`src/rtl/param_counter_pkg.sv`:
```
// Shared types and helpers for the modulo-N up/down counter.
// Holds the FSM state encoding and the direction-dependent terminal value.
package param_counter_pkg;

  typedef enum logic [1:0] {
    IDLE = 2'b00,
    RUN  = 2'b01,
    DONE = 2'b10
  } state_e;

  // Terminal value of a count in the given direction; the caller narrows it to its own width.
  function automatic longint terminal_val(input logic up, input longint modulus);
    return up ? (modulus - 1) : 64'sd0;
  endfunction

endpackage

```
`src/rtl/param_counter_fsm.sv`:
```
// IDLE/RUN/DONE sequencer for the counter.
// It owns the wrap and busy registers. Latency 1. There is no backpressure; en only stalls the count.
module param_counter_fsm
  import param_counter_pkg::*;
(
  input  logic clk,
  input  logic reset_n,
  input  logic oneshot,
  input  logic start,
  input  logic en,
  input  logic at_terminal,
  input  logic load,
  output logic count_en,
  output logic wrap,
  output logic busy
);

  state_e state;
  state_e state_nxt;
  logic   wrap_nxt;
  logic   step_req;

  always_comb begin
    state_nxt = state;
    wrap_nxt  = 1'b0;
    count_en  = 1'b0;
    // Any load strobe, even an ignored out-of-range one, suppresses the step and any wrap.
    step_req  = en && !load;

    if (!oneshot) begin
      state_nxt = IDLE;
      count_en  = step_req;
      wrap_nxt  = step_req && at_terminal;
    end else if (start) begin
      state_nxt = RUN;
    end else if ((state == RUN) && step_req) begin
      if (at_terminal) begin
        state_nxt = DONE;
        wrap_nxt  = 1'b1;
      end else begin
        count_en = 1'b1;
      end
    end
  end

  always_ff @(posedge clk or negedge reset_n) begin
    if (!reset_n) begin
      state <= IDLE;
      wrap  <= 1'b0;
      busy  <= 1'b0;
    end else begin
      state <= state_nxt;
      wrap  <= wrap_nxt;
      busy  <= (state_nxt == RUN);
    end
  end

endmodule

```
`src/rtl/param_counter.sv`:
```
// Parametrised modulo-MODULUS up/down counter with load, enable and one-shot mode. Latency 1. No backpressure.
// The PCOUNTER_LOAD_CLAMP_EN macro makes an out-of-range load clamp to MODULUS-1 instead of being ignored.
module param_counter
  import param_counter_pkg::*;
#(
  parameter int     WIDTH   = 4,
  parameter longint MODULUS = 16
)
(
  input  logic             clk,
  input  logic             reset_n,
  input  logic             en,
  input  logic             up,
  input  logic             load,
  input  logic [WIDTH-1:0] load_val,
  input  logic             oneshot,
  input  logic             start,
  output logic [WIDTH-1:0] q,
  output logic             wrap,
  output logic             busy
);

  localparam logic [WIDTH:0] MAX_VAL = (WIDTH+1)'(MODULUS - 1);
  localparam logic [WIDTH:0] ONE     = (WIDTH+1)'(1);

  logic [WIDTH:0] q_ext;
  logic [WIDTH:0] term_ext;
  logic [WIDTH:0] start_ext;
  logic [WIDTH:0] step_ext;
  logic [WIDTH:0] load_ext;
  logic [WIDTH:0] q_nxt_ext;
  logic           at_terminal;
  logic           load_ok;
  logic           count_en;

  // One extra bit of headroom lets MODULUS reach 2**WIDTH without overflowing the compare.
  always_comb begin
    q_ext       = {1'b0, q};
    term_ext    = (WIDTH+1)'(terminal_val(up, MODULUS));
    start_ext   = up ? '0 : MAX_VAL;
    at_terminal = (q_ext == term_ext);

    if (at_terminal) begin
      step_ext = start_ext;
    end else if (up) begin
      step_ext = q_ext + ONE;
    end else begin
      step_ext = q_ext - ONE;
    end

`ifdef PCOUNTER_LOAD_CLAMP_EN
    load_ok  = load;
    load_ext = ({1'b0, load_val} > MAX_VAL) ? MAX_VAL : {1'b0, load_val};
`else
    load_ok  = load && ({1'b0, load_val} <= MAX_VAL);
    load_ext = {1'b0, load_val};
`endif

    if (load_ok) begin
      q_nxt_ext = load_ext;
    end else if (oneshot && start) begin
      q_nxt_ext = start_ext;
    end else if (count_en) begin
      q_nxt_ext = step_ext;
    end else begin
      q_nxt_ext = q_ext;
    end
  end

  always_ff @(posedge clk or negedge reset_n) begin
    if (!reset_n) begin
      q <= '0;
    end else begin
      q <= WIDTH'(q_nxt_ext);
    end
  end

  param_counter_fsm u_fsm (
    .clk         (clk),
    .reset_n     (reset_n),
    .oneshot     (oneshot),
    .start       (start),
    .en          (en),
    .at_terminal (at_terminal),
    .load        (load),
    .count_en    (count_en),
    .wrap        (wrap),
    .busy        (busy)
  );

  a_q_in_range: assert property (@(posedge clk) disable iff (!reset_n) ({1'b0, q} <= MAX_VAL));

endmodule

```
`config.mk`:
```
export PLATFORM = sky130hd
export DESIGN_NAME = param_counter
export DESIGN_NICKNAME = d
export VERILOG_FILES = /design/src/rtl/param_counter_pkg.sv /design/src/rtl/param_counter_fsm.sv /design/src/rtl/param_counter.sv
export SDC_FILE = /design/constraint.sdc
export NUM_CORES = 1
export LEC_CHECK = 0
export CELL_PAD_IN_SITES_DETAIL_PLACEMENT = 1
export CELL_PAD_IN_SITES_GLOBAL_PLACEMENT = 1
export CORE_AREA = 8 8 50 52
export DETAILED_ROUTE_END_ITERATION = 10
export DIE_AREA = 0 0 58 60
export PLACE_DENSITY = 0.81
export SLEW_MARGIN = 20
export SYNTH_ARGS = -nofsm -noshare
export SYNTH_HDL_FRONTEND = slang
export SYNTH_SLANG_ARGS = --single-unit
```
`constraint.sdc`:
```
create_clock -name clk -period 4.5 [get_ports clk]
set_input_delay 0.675 -clock clk [delete_from_list [all_inputs] [get_ports clk]]
set_output_delay 0.675 -clock clk [all_outputs]
set_load 0.005 [all_outputs]
```
# --- Yosys cells after proc, flatten, opt, wreduce, memory -nomap -nowiden ---
# Cells that the tools add are included.
word_totals:
  regBits: 8
  input_bits: 11
classes:
  add_sub_neg: 2
  eq_ne: 3
  mux: 19
  reduce_logical: 6
ops:
  columns: ["cell", "n"]
  rows:
  - ["$mux W4", 7]
  - ["$mux W1", 8]
  - ["$mux W2", 4]
  - ["$add A4 B1 Y4 const B", 1]
  - ["$eq A2 B1 Y1 const B", 2]
  - ["$eq A4 B4 Y1", 1]
  - ["$logic_and A1 B1 Y1", 4]
  - ["$sub A4 B1 Y4 const B", 1]
  - ["$reduce_bool A3 Y1", 1]
  - ["$logic_not A1 Y1", 1]

# --- Logic depth before layout (Yosys ltp) ---
depth:
  ltp_word: 9
  mapped_depth: 7
  depth_no_buf: 7

# --- By module ---
# Synthesis repeated with hierarchy kept, for this count alone.
unflattened:
  cells_unflattened: 60
  hier_area_um2: 604.3
modules_own_cells:
  columns: ["module", "n_inst", "cells_each", "area_per_inst_um2", "seq_area_each_um2"]
  rows:
  - ["param_counter", 1, 41, 402.9, 100.1]
  - ["param_counter_fsm", 1, 19, 201.4, 100.1]

# --- Worst setup path before layout ---
# OpenSTA, ideal clock, no wires.
synth_path:
  path_type: "input to register"
  start: "in up"
  end: "reg q[1]"
  setup_time_ns: 0.126
  arrival_time_ns: 2.014
  required_ns: 4.374
  setup_slack_ns: 2.360
  cell_stages: 6
  path_buffers: 0
  path_cell_list: "inv_1 -> ha_1 -> nand2_1 -> a21oi_4 -> or3_2 -> a221o_1"
synth_via:
  elab_chain_cells: 7
synth_lines:
  columns: ["item", "line_no", "source"]
  rows:
  - ["start, declared", "param_counter.sv:13", "input logic up,"]
  - ["$mux W4", "param_counter_pkg.sv:13", "return up ? (modulus - 1) : 64'sd0;"]
  - ["$eq A4 B4 Y1", "param_counter.sv:41", "at_terminal = (q_ext == term_ext);"]
  - ["$mux W1", "param_counter_fsm.sv:37", "if (at_terminal) begin"]
  - ["$mux W1", "param_counter_fsm.sv:36", "end else if ((state == RUN) && step_req) begin"]
  - ["$mux W1", "param_counter_fsm.sv:34", "end else if (start) begin"]
  - ["$mux W1", "param_counter_fsm.sv:30", "if (!oneshot) begin"]
  - ["$reduce_bool A3 Y1 (no line)", null, null]
  - ["end signal, assigned", "param_counter.sv:74", "q <= WIDTH'(q_nxt_ext);"]
  - ["end, declared", "param_counter.sv:18", "output logic [WIDTH-1:0] q,"]
# Several ways; a longest one is shown, not always the timed one. The select of a mux whose other input is x is not followed.
# A chain may end at the register's enable or synchronous reset.

# --- Worst setup path after layout ---
# Same ends and word-level chain as after synthesis.

==> metrics.md <==
| Metric | Value |
|---|---|
| Status | finished, final reports clean |
| Wire length per cell | about 16 um |
| Rel. slew slack | 75.47% |
| Hold WC Path Type | reg -> reg |
| F_max | 0.3822 GHz |
| Crit Path Max Fanout | 10 |
| Hold_buf cts | 0 |
| Crit end category | flip-flop |
| Final count of negative-setup-slack endpoints | 0 |
| Remaining Overflow, GRT | 0 |
| Top cell type's share of synthesized area | 34.19% |
| Worst-skew pair later-pin latency | 0.26 ns |
| First-pass GRT wire length | 2753 um |
| Power Density | 295.8 nW/um^2 |
| Max clock buf depth | 2 |
| Die Ht | roughly 60 um |
| Crit path largest cell delay | roughly 0.55 ns |
| Synth top area cells | dfrtp_1 34%, a21oi_1 4.3%, ha_1 4.3%, a221o_1 3.4%, fa_1 3.4% |
| Static leakage | 0.3251 nW |
| Vias in the first global route | 612 |
| Starting Density | 32.50% |
| Synth top cells by count | 8 x dfrtp_1, 5 x a21oi_1, 4 x inv_1, 4 x nor2_1 |
| Fin nets | 95 |
| Number of synthesized flops with an enable pin | 0 |
| CTS tree | built |
| Clock sink count | 8 |
| Proportion of layout cells with a drive suffix above 1 | 11.39% |
| Vias per cell | 5.567 |
| Via count | 540 |
| Most common cell in the netlist | dfrtp_1 |
| Routed Antenna Nets | 0 |
| Total number of yosys warnings | 0 |
| Io pins | 17 |
| Setup Fix Bufs, Post-CTS | 0 |
| Fin. Hold Viols | 0 |
| Yosys reg bits | 8 |
| Reg2reg setup slack | 2.63 ns |
| Die width | between 50 and 60 um |
| Port Buf Inserts | 16 |
| RSZ-0062 raised after global routing | no |
| Fin. max-slew vios | 0 |
| Post-route cell area | about 780 sq um |
| CTS resizes | 0 |
| Fraction of registers with async set/reset | 100.0% |
| Site Rows | 16 |
| Crit path DAT | 2.76 ns |
| Drt total wl | 1580 um |
| Largest net degree at the start of global routing | 11 |
| ANT cells | 0 |
| Worst path slowest cell | clkdlybuf4s50_1 |
| Critical Path, Cell by Cell | clkdlybuf4s50_1, inv_1, ha_1, nand2_1, a21oi_4, or3_2, a221o_1 |
| Fin crit period | roughly 2.6 ns |
| TritonRoute pass-1 iters | 2 |
| Placed inst area | about 760 sq um |
| Area growth, synth to finish | 33.12% |
| Max Cap Viol | 0 |
| CTS buffer count | 3 |
| Top FF cell, synth | dfrtp_1 |
| Final RePlAce weighted congestion | approximately 0.8 |
| CTS root buffer | clkbuf_4 |
| Slew @ Worst Pin | 0.3667 ns |
| Required time of the critical path | 4.64 ns |
| Initial antenna violation count | 0 |
| Setup crit start kind | primary input |
| Post-route setup TNS | 0 ns |
| Seq/Total Area, Yosys | 34.19% |
| Setup Crit Path Kind | in -> reg |
| CTS H-tree depth | 1 |
| Die ar. | between 3000 and 4000 sq um |
| CTS clk-pin slew, worst paths | 0.06 ns |
| Residual DRC | 0 |
| Post-synth top area cell | dfrtp_1 |
| DP HPWL | about 1300 um |
| Tot GR Track Use | 10.37% |
| Tcrit/Tclk final | between 50% and 60% |
| Drt initial violations | 14 |
| Post-synth cell types | 31 |
| Peak supply drop | between 0.0001 and 0.00015 V |
| Avg Cell Area, Syn | 9.599 sq um |
| Core Area | 1802 sq um |
| Worst Clk Skew | 0.007854 ns |
| Post-Syn Nets | between 70 and 80 |
| Mapped Cells | 61 |
| Mapped Area | around 590 sq um |
[flip-flops by register name, indices dropped and copies added (netlist names)]
signal	flops
u_fsm.busy	1
u_fsm.wrap	1
u_fsm.state	2
q	4
[final cells by class]
cell class / instances / area [sq um]
Clock buffer: 3 / 22.52
Tap cell: 18 / 22.52
Timing Repair Buffer: 16 / 160.2
Inverter: 4 / 15.01
Fill cell: 218 / 1022
Multi-Input combinational cell: 48 / 359.1
Sequential cell: 8 / 200.2
[final timing paths]
path | start | end | cells after the start
max in group asynchronous | reset_n | q[0] | 1
worst min register to register | u_fsm.state[0] | u_fsm.state[0] | 2
worst min-delay path | u_fsm.state[0] | u_fsm.state[0] | 2
min in group asynchronous | reset_n | q[1] | 1
worst max register to register | q[1] | q[1] | 5
worst max-delay path | up | q[1] | 7
[critical path, delay by kind of cell]
kind	cells	cell delay [ns]
buffers and inverters	2	0.71
adder cells (fa/ha/maj)	1	0.37
AO/OA/AOI/OAI	2	0.41
AND/OR/NAND/NOR	2	0.58
[where the power goes]
| part | internal (W) | switching (W) |
|---|---|---|
| registers | 0.0000792 | 0.00000949 |
| logic | 0.0000481 | 0.0000387 |
| clock network | 0.0000305 | 0.0000245 |
[logic make-up after synthesis]
| logic type | synth area share (%) |
|---|---|
| compound gates | 25.86 |
| buf+inv | 4.486 |
| mux | 1.709 |
| simple gates | 23.07 |
| flops | 34.19 |
| fa+ha+maj | 7.692 |
| xor+xnor | 2.992 |
[metrics by stage]
stage / instances / utilization (%) / power (W) / hold slack, ns / setup WS, ns
after floorplan: 61 / - / 0.0001398 / 0.3794 / 2.360
after global placement: 94 / 42.01 / 0.0001736 / 0.5613 / 1.736
after detailed placement: 94 / 42.01 / 0.0001786 / 0.5652 / 1.610
after CTS: 97 / 43.26 / 0.0002348 / 0.5844 / 1.889
after global routing: 97 / 43.26 / 0.0002475 / 0.5988 / 1.814
final: 97 / 43.26 / 0.0002306 / 0.5793 / 1.884
[routing by layer]
layer  vias up  global-route usage [%]  share of wire [%]
met5         -                       0                  0
met4         0                   4.895               0.63
met3         2                   4.086                5.1
met2        14                   18.15                 50
met1       263                   10.60                 45
li1        261                       -                  -
[layout by cell type (no fill, tap or decap)]
cell type,instances
dfrtp_1,8
nor2_1,4
ha_1,2
nor3_1,2
nand2_1,3
o31ai_1,1
nor3b_1,2
inv_1,4
clkdlybuf4s50_1,16
a221o_2,1
fa_1,1
nand3_1,1
a31oi_1,3
or3_1,2
a221o_1,2
clkbuf_4,3
nor3_2,1
a311oi_1,1
a21oi_4,1
o21ai_0,1
mux2i_1,1
nor2b_1,2
or3_4,1
and2_1,2
o21a_1,1
a21o_1,1
xor2_1,2
a21bo_4,1
a21oi_1,5
or3_2,1
nand2b_1,2
a21boi_0,1
Note: power is estimated with default switching activity, not from simulation.
